<file path="src/rtl/collision_frame_detector.sv">
// Per-frame sprite overlap counter that issues single-cycle collision pulses to the game FSM.
// Optional macro COLLISION_TARGET_ID_EN adds per-target bullet counters and a hit_target output.
module collision_frame_detector #(
    parameter int unsigned MIN_OVERLAP_PIXELS = 4,
    parameter int unsigned CNT_W              = 8,
    parameter int unsigned HOLDOFF_FRAMES     = 2
) (
    input  logic       clk,
    input  logic       rst,
    input  logic       frame_start,
    input  logic       pixel_valid,
    input  logic       round_start,
    input  logic       target_1_rgb_en,
    input  logic       target_2_rgb_en,
    input  logic       target_3_rgb_en,
    input  logic       bullet_rgb_en,
    input  logic       spaceship_rgb_en,
    output logic       collision,
    output logic       collision_bullet,
`ifdef COLLISION_TARGET_ID_EN
    output logic [1:0] hit_target,
`endif
    output logic       armed
);

    localparam logic [CNT_W-1:0] CNT_MAX   = '1;
    localparam logic [CNT_W-1:0] MIN_CNT   = CNT_W'(MIN_OVERLAP_PIXELS);
    localparam logic [3:0]       HOLD_INIT = 4'(HOLDOFF_FRAMES);
    localparam bit               HOLD_EN   = (HOLDOFF_FRAMES != 0);

    typedef enum logic {ARMED, HOLDOFF} state_t;

    state_t           state;
    logic [3:0]       holdoff_cnt;
    logic [CNT_W-1:0] ship_cnt;
    logic             any_t;
    logic             ship_ov;
    logic             ship_hit;
    logic             bul_hit;

    function automatic logic [CNT_W-1:0] sat_inc(input logic [CNT_W-1:0] c, input logic inc);
        return (inc && (c != CNT_MAX)) ? c + CNT_W'(1) : c;
    endfunction

    assign any_t    = target_1_rgb_en | target_2_rgb_en | target_3_rgb_en;
    assign ship_ov  = spaceship_rgb_en & any_t & pixel_valid;
    assign ship_hit = (ship_cnt >= MIN_CNT);

`ifdef COLLISION_TARGET_ID_EN
    logic [CNT_W-1:0] bul_cnt [3];
    logic [2:0]       bul_ov_vec;
    logic [2:0]       bul_hit_vec;
    logic [1:0]       hit_id;

    assign bul_ov_vec = {3{bullet_rgb_en & pixel_valid}}
                      & {target_3_rgb_en, target_2_rgb_en, target_1_rgb_en};

    // Lowest-numbered target meeting the threshold wins the id.
    always_comb begin
        hit_id = 2'd0;
        for (int k = 2; k >= 0; k--) begin
            bul_hit_vec[k] = (bul_cnt[k] >= MIN_CNT);
            if (bul_hit_vec[k]) hit_id = 2'(k + 1);
        end
    end
    assign bul_hit = |bul_hit_vec;
`else
    logic [CNT_W-1:0] bul_cnt;
    logic             bul_ov;

    assign bul_ov  = bullet_rgb_en & any_t & pixel_valid;
    assign bul_hit = (bul_cnt >= MIN_CNT);
`endif

    // round_start has priority over frame_start; a frame boundary reloads counters with the current pixel.
    always_ff @(posedge clk or posedge rst) begin
        if (rst) begin
            state            <= HOLD_EN ? HOLDOFF : ARMED;
            holdoff_cnt      <= HOLD_INIT;
            armed            <= !HOLD_EN;
            ship_cnt         <= '0;
            collision        <= 1'b0;
            collision_bullet <= 1'b0;
`ifdef COLLISION_TARGET_ID_EN
            hit_target       <= 2'd0;
            for (int k = 0; k < 3; k++) bul_cnt[k] <= '0;
`else
            bul_cnt          <= '0;
`endif
        end else begin
            collision        <= 1'b0;
            collision_bullet <= 1'b0;
`ifdef COLLISION_TARGET_ID_EN
            hit_target       <= 2'd0;
`endif
            if (round_start) begin
                ship_cnt    <= '0;
`ifdef COLLISION_TARGET_ID_EN
                for (int k = 0; k < 3; k++) bul_cnt[k] <= '0;
`else
                bul_cnt     <= '0;
`endif
                holdoff_cnt <= HOLD_INIT;
                state       <= HOLD_EN ? HOLDOFF : ARMED;
                armed       <= !HOLD_EN;
            end else if (frame_start) begin
                ship_cnt <= CNT_W'(ship_ov);
`ifdef COLLISION_TARGET_ID_EN
                for (int k = 0; k < 3; k++) bul_cnt[k] <= CNT_W'(bul_ov_vec[k]);
`else
                bul_cnt  <= CNT_W'(bul_ov);
`endif
                case (state)
                    ARMED: begin
                        collision        <= ship_hit;
                        collision_bullet <= bul_hit;
`ifdef COLLISION_TARGET_ID_EN
                        hit_target       <= hit_id;
`endif
                    end
                    HOLDOFF: begin
                        if (holdoff_cnt != 4'd0) holdoff_cnt <= holdoff_cnt - 4'd1;
                        if (holdoff_cnt <= 4'd1) begin
                            state <= ARMED;
                            armed <= 1'b1;
                        end
                    end
                    default: begin
                        state <= ARMED;
                        armed <= 1'b1;
                    end
                endcase
            end else begin
                ship_cnt <= sat_inc(ship_cnt, ship_ov);
`ifdef COLLISION_TARGET_ID_EN
                for (int k = 0; k < 3; k++) bul_cnt[k] <= sat_inc(bul_cnt[k], bul_ov_vec[k]);
`else
                bul_cnt  <= sat_inc(bul_cnt, bul_ov);
`endif
            end
        end
    end

endmodule

</file>
<file path="config.mk">
export PLATFORM = sky130hd
export DESIGN_NAME = collision_frame_detector
export DESIGN_NICKNAME = d
export VERILOG_FILES = /design/src/rtl/collision_frame_detector.sv
export SDC_FILE = /design/constraint.sdc
export NUM_CORES = 1
export LEC_CHECK = 0
export BUFFER_PORTS_ARGS = -buffer_cell sky130_fd_sc_hd__clkbuf_2
export CAP_MARGIN = 10
export CORE_ASPECT_RATIO = 0.9
export CORE_MARGIN = 2
export CORE_UTILIZATION = 60
export CTS_BUF_LIST = sky130_fd_sc_hd__clkbuf_4
export CTS_CLUSTER_SIZE = 20
export DETAILED_ROUTE_END_ITERATION = 12
export HOLD_SLACK_MARGIN = 0.02
export PLACE_DENSITY = 0.8
export SKIP_CTS_REPAIR_TIMING = 1
export SLEW_MARGIN = 0
export SYNTH_ARGS = -nofsm -noshare
export SYNTH_HDL_FRONTEND = slang
export SYNTH_SLANG_ARGS = --single-unit
</file>
<file path="constraint.sdc">
create_clock -name clk -period 2.02 [get_ports clk]
set_input_delay 0.101 -clock clk [delete_from_list [all_inputs] [get_ports clk]]
set_output_delay 0.101 -clock clk [all_outputs]
set_load 0.01 [all_outputs]
</file>
==> impl_metrics.tcl, run 1 <==
set metrics [dict create \
    crit_path_end_kind "flip-flop" \
    setup_viol 0 \
    fmax_mhz 569 \
    synth_fp_nets 164 \
    hold_violations 0 \
    final_nets 178 \
    finalMaxSlewViolations 0 \
    grt_max_degree 25 \
    finalWeightedCongestion 0.827 \
    holdPathEnd "armed$_DFFE_PP0P_" \
    clockBufferDepth 2 \
    synth_seq_cells 24 \
    layout-drive-gt1-share_pct 18.6 \
    min_path_type "input port to flip-flop" \
    die_y_um 49.9 \
    power.leakage_nw 0.654 \
    die_area_um2 2750 \
    root_buffer "clkbuf_4" \
    fin_crit_ns 1.76 \
    met2_usage_pct 39.9 \
    r2r_end "holdoff_cnt[0]$_DFFE_PP0P_" \
    fin_ws_ns 0.261 \
    ir_drop_mv 0.623 \
    yosysUniqueCellTypes 42 \
    maxSlewHeadroom_pct 62.8 \
    rows 16 \
    drc 0 \
    syn_area_um2 1410 \
    ant_nets 0 \
    cts.clk_slew.worst_paths_ns 0.12 \
    grt_pass1_wl_um 4950 \
    regToRegSetupSlack_ns 0.26 \
    required_ns 2.23 \
    nFillCells 185 \
    clk_latency_ns 0.31 \
    diodes 0 \
    die_width_um 55.0 \
    io_pins 13 \
    rr_startpoint "holdoff_cnt[1]$_DFFE_PP1P_" \
    hp-start "round_start" \
    grt_pass1_vias 1088 \
    detailedPlace.worstSlack_ns 0.303 \
    avgSynthCellArea_um2 9.49 \
    finalNonFillerCells 188 \
    max-cap-violations 0 \
    worst_setup_path_start_kind "flip-flop" \
    synth-async-reset-ratio_pct 100 \
    antenna_found_initial 0 \
    rsz0062_at_grt "no" \
    yosysWarnings 0 \
    drt_iter0_markers 34 \
    numClockSinks 24 \
    wl_per_cell_um 14.7 \
    synth-edff-count 0 \
    grt-busiest-layer "met2" \
    met1_usage_pct 33.5 \
    syn_inst 148 \
    whs_path_depth 2 \
    worst_pin_slew_ns 0.557 \
    cts_buffers 3 \
    drt-pass1-iter-count 5 \
    grt_use_met3_pct 6.67 \
    wl_um 2770 \
    period_share_pct 87.1 \
    ys_seq_area_share_pct 42.9 \
    fin_setup_tns_ns 0 \
    synth_flop_cell "dfrtp_1" \
    htree_levels 1 \
    arrival_ns 1.96 \
    cellPowerDensity_nw_per_um2 669 \
    status "complete, no violations" \
    reg2regPathDepth 5 \
    grt_use_total_pct 24.6 \
    place_hpwl_um 2000 \
    clock_skew_ns 0.0104 \
    placedCellCount 183 \
    core-area_um2 2200 \
    multi_input_area_um2 739 \
    vias_per_cell 6.25 \
    critPathKind "flip-flop to flip-flop" \
    holdWs_ns 0.132 \
    path_max_fanout 4 \
    final_common_cell "dfrtp_1" \
    cts_tree "built" \
    area_growth_pct 8.55 \
    final_cell_mix "22 x dfrtp_1, 19 x nor2_1, 12 x clkbuf_2, 11 x inv_1, 11 x a21oi_1" \
    globalRoute.totalOverflow 0 \
    start_util_pct 63.8 \
    port_buffers 12 \
    final_core_util_pct 69.3 \
    final-seq-area_um2 603 \
    vias 1175 \
]
final cells by class:
class / count / share of cell area, %
clock buffer: 4 / 1.97
inverter: 11 / 2.71
multi-input combinational: 108 / 48.5
sequential: 24 / 39.5
tap: 27 / 2.21
timing repair buffer: 14 / 5.09
power breakdown:
group          switching [mW]  total (mW)  leakage, nW  internal, mW
logic                   0.124       0.222        0.311        0.0979
registers              0.0332       0.568        0.325         0.535
clock network           0.140       0.231       0.0184        0.0906
total                   0.297        1.02        0.654         0.724
critical path: stages (launching register included):
cell and delay, ns:
dfstp_2 0.56, inv_1 0.07, ha_1 0.23, a21oi_1 0.27, or2_2 0.21, mux2_2 0.33
synth_stat cells, drive strengths merged (2+ instances only):
cell / number / area, µm²
or4: 2 / 15.0
nand3b: 2 / 15.0
nor2: 19 / 71.3
nor2b: 2 / 12.5
dfstp: 2 / 52.6
buf: 2 / 10.0
nor3: 2 / 10.0
a311oi: 2 / 17.5
ha: 6 / 75.1
a21oi: 11 / 55.1
o21ai: 6 / 30.0
or2: 2 / 12.5
a211oi: 4 / 30.0
nand2: 5 / 21.3
nor4: 2 / 12.5
clkbuf: 3 / 11.3
o311a: 2 / 21.3
xnor2: 2 / 17.5
and4: 2 / 17.5
mux2: 2 / 22.5
a31o: 2 / 17.5
mux2i: 4 / 40.0
a31oi: 2 / 12.5
o31ai: 2 / 15.0
and2: 3 / 18.8
o2111ai: 2 / 17.5
dfrtp: 22 / 551
inv: 11 / 41.3
nand4: 4 / 25.0
nand3: 6 / 30.0
through the flow:
step | instance area (µm²) | power [mW]
after CTS | 1520 | 1.02
after global routing | 1530 | 1.09
after floorplan | 1410 | 0.731
after detailed placement | 1490 | 0.796
final | 1530 | 1.02
after global placement | 1490 | 0.779
registers in the layout (all words and copies together) (netlist names):
signal and cells:
armed 1, collision_bullet 1, ship_cnt 8, bul_cnt 8, holdoff_cnt 4, collision 1, state 1
kinds of logic (layout without fill, tap and decap cells):
logic type | Yosys count | after routing | share of synthesized area (%)
AO/OA/AOI/OAI | 39 | 39 | 20.8
XOR/XNOR | 3 | 3 | 1.87
adder cells (fa/ha/maj) | 6 | 6 | 5.34
buffers and inverters | 16 | 29 | 4.45
flip-flops | 24 | 24 | 42.9
multiplexers | 6 | 6 | 4.45
AND/OR/NAND/NOR | 54 | 54 | 20.1
how the worst max path moves through the flow:
| stage | startpoint | endpoint | slack, ns | depth (start not counted) |
|---|---|---|---|---|
| final | holdoff_cnt[1]$_DFFE_PP1P_ | holdoff_cnt[0]$_DFFE_PP0P_ | 0.26 | 5 |
| after global routing | holdoff_cnt[1]$_DFFE_PP1P_ | holdoff_cnt[0]$_DFFE_PP0P_ | 0.12 | 5 |
| after CTS | holdoff_cnt[1]$_DFFE_PP1P_ | holdoff_cnt[0]$_DFFE_PP0P_ | 0.26 | 5 |
| after detailed placement | holdoff_cnt[1]$_DFFE_PP1P_ | holdoff_cnt[0]$_DFFE_PP0P_ | 0.30 | 5 |
| after global placement | holdoff_cnt[1]$_DFFE_PP1P_ | holdoff_cnt[0]$_DFFE_PP0P_ | 0.41 | 5 |
| after floorplan | holdoff_cnt[1]$_DFFE_PP1P_ | holdoff_cnt[0]$_DFFE_PP0P_ | 0.43 | 5 |
metal layers:
layer  up-vias  wire, µm
met4         0        23
met3         4       120
li1        566         -
met2        32      1410
met1       573      1220
met5         -         0
No activity file was read; power rests on OpenSTA's default activity.
==> run 2, diff against run 1 <==
--- a/config.mk
+++ b/config.mk
@@ -7,7 +7,7 @@
 export LEC_CHECK = 0
 export BUFFER_PORTS_ARGS = -buffer_cell sky130_fd_sc_hd__clkbuf_2
 export CAP_MARGIN = 10
-export CORE_ASPECT_RATIO = 0.9
+export CORE_ASPECT_RATIO = 1.4
 export CORE_MARGIN = 2
 export CORE_UTILIZATION = 60
 export CTS_BUF_LIST = sky130_fd_sc_hd__clkbuf_4
==> impl_metrics.tcl, run 2 (synthesized netlist as in run 1, its figures left out) <==
set metrics [dict create \
    final_nets 178 \
    holdPathEnd "bul_cnt[0]$_DFFE_PP0P_" \
    globalRoute.totalOverflow 0 \
    numClockSinks 24 \
    worst_path_largest_cell_delay_ns 0.55 \
    cellPowerDensity_nw_per_um2 674 \
    met2_length_um 1480 \
    diodes 0 \
    vias 1166 \
    min_path_type "input port to flip-flop" \
    layout-drive-gt1-share_pct 18.6 \
    cts.clk_slew.worst_paths_ns 0.13 \
    die_y_um 61.3 \
    critPathBufInv 1 \
    max-cap-violations 0 \
    final_core_util_pct 69.0 \
    start_util_pct 63.8 \
    finalWeightedCongestion 0.903 \
    arrival_ns 1.95 \
    grt_use_total_pct 23.7 \
    final_cell_mix "22 x dfrtp_1, 19 x nor2_1, 12 x clkbuf_2, 11 x inv_1, 11 x a21oi_1" \
    wl_um 2800 \
    vias_per_cell 6.37 \
    final_common_cell "dfrtp_1" \
    cts_buffers 3 \
    hold_violations 0 \
    period_share_pct 86.3 \
    grt_pass1_vias 1166 \
    drc 0 \
    htree_levels 1 \
    clock_skew_ns 0.0117 \
    rows 20 \
    clk_latency_ns 0.31 \
    worst_setup_path_start_kind "flip-flop" \
    maxSlewHeadroom_pct 58.8 \
    regToRegSetupSlack_ns 0.28 \
    clockBufferDepth 2 \
    die_width_um 44.9 \
    path_max_fanout 4 \
    place_hpwl_um 2050 \
    fin_crit_ns 1.74 \
    drt_iter0_markers 32 \
    wl_met1_um 1150 \
    rsz0062_at_grt "no" \
    die_area_um2 2750 \
    ant_nets 0 \
    r2r_end "holdoff_cnt[0]$_DFFE_PP0P_" \
    top_regs "bul_cnt: 8 flops, ship_cnt: 8 flops, holdoff_cnt: 4 flops" \
    fmax_mhz 574 \
    drt-pass1-iter-count 4 \
    setup_viol 0 \
    grt_max_degree 25 \
    wl_met3_um 112 \
    status "complete, no violations" \
    port_buffers 12 \
    power.leakage_nw 0.654 \
    antenna_found_initial 0 \
    root_buffer "clkbuf_4" \
    reg2regPathDepth 5 \
    hp-start "round_start" \
    required_ns 2.22 \
    wl_per_cell_um 15.3 \
    dr.max_layer_used "met4" \
    whs_path_depth 2 \
    fin_setup_tns_ns 0 \
    crit_family "flip-flops" \
    cts_tree "built" \
    ir_drop_mv 0.562 \
    io_pins 13 \
    grt_pass1_wl_um 4840 \
    critPathKind "flip-flop to flip-flop" \
    cp_slowest_cell "dfstp_2" \
    crit_chain "inv_1 > ha_1 > a21oi_1 > or2_2 > mux2_2" \
    area_growth_pct 8.10 \
    crit_path_end_kind "flip-flop" \
    finalMaxSlewViolations 0 \
    worst_pin_slew_ns 0.616 \
    core-area_um2 2200 \
    rr_startpoint "holdoff_cnt[1]$_DFFE_PP1P_" \
]
[run 2: power breakdown]
group	switching, mW	total [mW]	internal [mW]
clock network	0.139	0.230	0.0905
logic	0.129	0.228	0.0994
registers	0.0308	0.566	0.535
[run 2: worst max-delay path by stage]
stage / startpoint / endpoint / slack (ns) / cells past startpoint
6_report: holdoff_cnt[1]$_DFFE_PP1P_ / holdoff_cnt[0]$_DFFE_PP0P_ / 0.28 / 5
5_1_grt: holdoff_cnt[1]$_DFFE_PP1P_ / holdoff_cnt[0]$_DFFE_PP0P_ / 0.23 / 5
4_1_cts: holdoff_cnt[1]$_DFFE_PP1P_ / holdoff_cnt[0]$_DFFE_PP0P_ / 0.30 / 5
3_5_place_dp: holdoff_cnt[1]$_DFFE_PP1P_ / holdoff_cnt[0]$_DFFE_PP0P_ / 0.32 / 5
3_3_place_gp: holdoff_cnt[1]$_DFFE_PP1P_ / holdoff_cnt[0]$_DFFE_PP0P_ / 0.40 / 5
2_1_floorplan: holdoff_cnt[1]$_DFFE_PP1P_ / holdoff_cnt[0]$_DFFE_PP0P_ / 0.43 / 5
[run 2: final cells by class]
type | instances | area [µm²]
Fill cell | 172 | 683
Inverter | 11 | 41.3
Sequential cell | 24 | 603
Timing Repair Buffer | 14 | 77.6
Multi-Input combinational cell | 108 | 739
Tap cell | 22 | 27.5
Clock buffer | 4 | 30.0
[run 2: layer usage]
layer	GRT usage, %	up-vias
li1	-	562
met1	26.0	555
met2	44.9	41
met3	2.93	8
met4	10.1	0
met5	0	-
[run 2: metrics by stage]
stage	setup WS, ns	area, µm²	instances	power (mW)	hold WS [ns]
finish	0.277	1520	183	1.02	0.124
global placement	0.404	1480	178	0.778	0.141
floorplan	0.430	1410	148	0.731	0.114
detailed placement	0.323	1480	178	0.800	0.145
global route	0.229	1520	183	1.08	0.128
CTS	0.301	1510	182	1.03	-0.209
==> run 3, diff against run 2 <==
--- a/config.mk
+++ b/config.mk
@@ -9,12 +9,13 @@
 export CAP_MARGIN = 10
 export CORE_ASPECT_RATIO = 1.4
 export CORE_MARGIN = 2
-export CORE_UTILIZATION = 60
+export CORE_UTILIZATION = 55
 export CTS_BUF_LIST = sky130_fd_sc_hd__clkbuf_4
 export CTS_CLUSTER_SIZE = 20
 export DETAILED_ROUTE_END_ITERATION = 12
 export HOLD_SLACK_MARGIN = 0.02
-export PLACE_DENSITY = 0.8
+export PLACE_DENSITY = 0.78
+export RECOVER_POWER = 100
 export SKIP_CTS_REPAIR_TIMING = 1
 export SLEW_MARGIN = 0
 export SYNTH_ARGS = -nofsm -noshare
==> constraint.sdc (replaced) <==
create_clock -name clk -period 1.4 [get_ports clk]
set_input_delay 0.07 -clock clk [delete_from_list [all_inputs] [get_ports clk]]
set_output_delay 0.07 -clock clk [all_outputs]
set_load 0.01 [all_outputs]
==> impl_metrics.tcl, run 3 (synthesized netlist as in run 1, its figures left out) <==
set metrics [dict create \
    grt_pass1_vias 1243 \
    start_util_pct 58.1 \
    fin_total_pwr_mw 1.64 \
    final_nets 203 \
    required_ns 1.62 \
    cts_buffers 3 \
    seq_power_share_pct 50.2 \
    top_regs "bul_cnt: 8 flops, ship_cnt: 8 flops, holdoff_cnt: 4 flops" \
    worst_pin_slew_ns 0.592 \
    grt_use_total_pct 25.0 \
    period_share_pct 104 \
    fmax_mhz 689 \
    regToRegSetupSlack_ns -0.05 \
    path_max_fanout 3 \
    port_buffers 12 \
    critPathKind "flip-flop to flip-flop" \
    vias_per_cell 5.82 \
    maxSlewHeadroom_pct 60.5 \
    ir_drop_mv 0.987 \
    die_y_um 63.8 \
    cts.clk_slew.worst_paths_ns 0.13 \
    vias 1280 \
    clk_latency_ns 0.32 \
    finalWeightedCongestion 0.865 \
    die_width_um 46.7 \
    diodes 0 \
    area_growth_pct 29.5 \
    final_cell_mix "24 x buf_4, 20 x dfrtp_1, 17 x nor2_1, 10 x inv_1, 10 x clkbuf_2" \
    io_pins 13 \
    drt-pass1-iter-count 4 \
    ant_nets 0 \
    final_core_util_pct 75.3 \
    globalRoute.totalOverflow 0 \
    place_hpwl_um 2340 \
    cts_tree "built" \
    worst_setup_path_start_kind "flip-flop" \
    p_switching_uw 499 \
    fin_crit_ns 1.45 \
    crit_path_end_kind "flip-flop" \
    drc 0 \
    wl_um 3370 \
    rows 21 \
    placedCellCount 212 \
    whs_path_depth 2 \
    fin_ws_ns -0.0504 \
    finalNonFillerCells 220 \
    layout-drive-gt1-share_pct 38.7 \
    grt_pass1_wl_um 5440 \
    finalMaxSlewViolations 0 \
    setup_viol 6 \
    post_dp_cell_area_um2 1700 \
    antenna_found_initial 0 \
    clockBufferDepth 2 \
    status "finished with violations" \
    power.leakage_nw 0.773 \
    final_common_cell "buf_4" \
    wl_per_cell_um 15.3 \
    nFillCells 175 \
    die_area_um2 2980 \
    clkPwrFrac_pct 21.1 \
    max-cap-violations 0 \
    rsz0062_at_grt "yes" \
    grt_max_degree 25 \
    arrival_ns 1.67 \
    reg2regPathDepth 5 \
    numClockSinks 24 \
    hold_violations 0 \
    sw_frac_of_total_pct 30.4 \
    final_area_um2 1820 \
    cellPowerDensity_nw_per_um2 901 \
    holdWs_ns 0.0934 \
    root_buffer "clkbuf_4" \
    clock_skew_ns 0.00224 \
    min_path_type "input port to flip-flop" \
    violations "negative setup slack" \
    drt_iter0_markers 41 \
    core-area_um2 2420 \
    htree_levels 1 \
    combPwrFrac_pct 28.7 \
    internal_power_mw 1.14 \
]
## run 3: cell type report
type	count	area (µm²)	area share, %
Inverter	11	41.3	2.27
Multi-Input combinational cell	108	845	46.4
Tap cell	34	42.5	2.34
Sequential cell	24	606	33.3
Clock buffer	4	30.0	1.65
Timing Repair Buffer	39	255	14.0
## run 3: final timing paths
path                                            start                         end
min reg2reg                         state$_DFFE_PP1P_           state$_DFFE_PP1P_
max                        holdoff_cnt[1]$_DFFE_PP1P_  holdoff_cnt[0]$_DFFE_PP0P_
min                                       round_start      bul_cnt[0]$_DFFE_PP0P_
min in group asynchronous                         rst     ship_cnt[1]$_DFFE_PP0P_
max reg2reg                holdoff_cnt[1]$_DFFE_PP1P_  holdoff_cnt[0]$_DFFE_PP0P_
max in group asynchronous                         rst      bul_cnt[0]$_DFFE_PP0P_
## run 3: power by group through the flow
stage	Sequential, mW	Combinational (mW)	Clock [mW]
detailed placement	0.833	0.467	0
floorplan	0.827	0.304	0
global route	0.832	0.533	0.381
CTS	0.820	0.469	0.350
global placement	0.825	0.448	0
finish	0.823	0.471	0.345
## run 3: routing by layer
| layer | vias to the layer above | wire [µm] | GRT usage (%) |
|---|---|---|---|
| li1 | 618 | - | - |
| met1 | 639 | 1460 | 32.2 |
| met2 | 19 | 1760 | 41.7 |
| met3 | 4 | 89 | 2.54 |
| met4 | 0 | 53 | 9.38 |
| met5 | - | 0 | 0 |
## run 3: critical path, stage by stage, from the launching register on
cell	delay (ns)
dfstp_2	0.57
inv_2	0.05
ha_4	0.16
a21oi_4	0.14
or2_4	0.15
mux2_4	0.29
## run 3: per-stage QoR
step	setup WS, ns	TNS [ns]
after floorplan	-0.0390	-0.0390
after global placement	-0.0184	-0.0184
after detailed placement	-0.0597	-0.149
after CTS	-0.0790	-0.279
after global routing	-0.0980	-0.523
final	-0.0504	-0.196
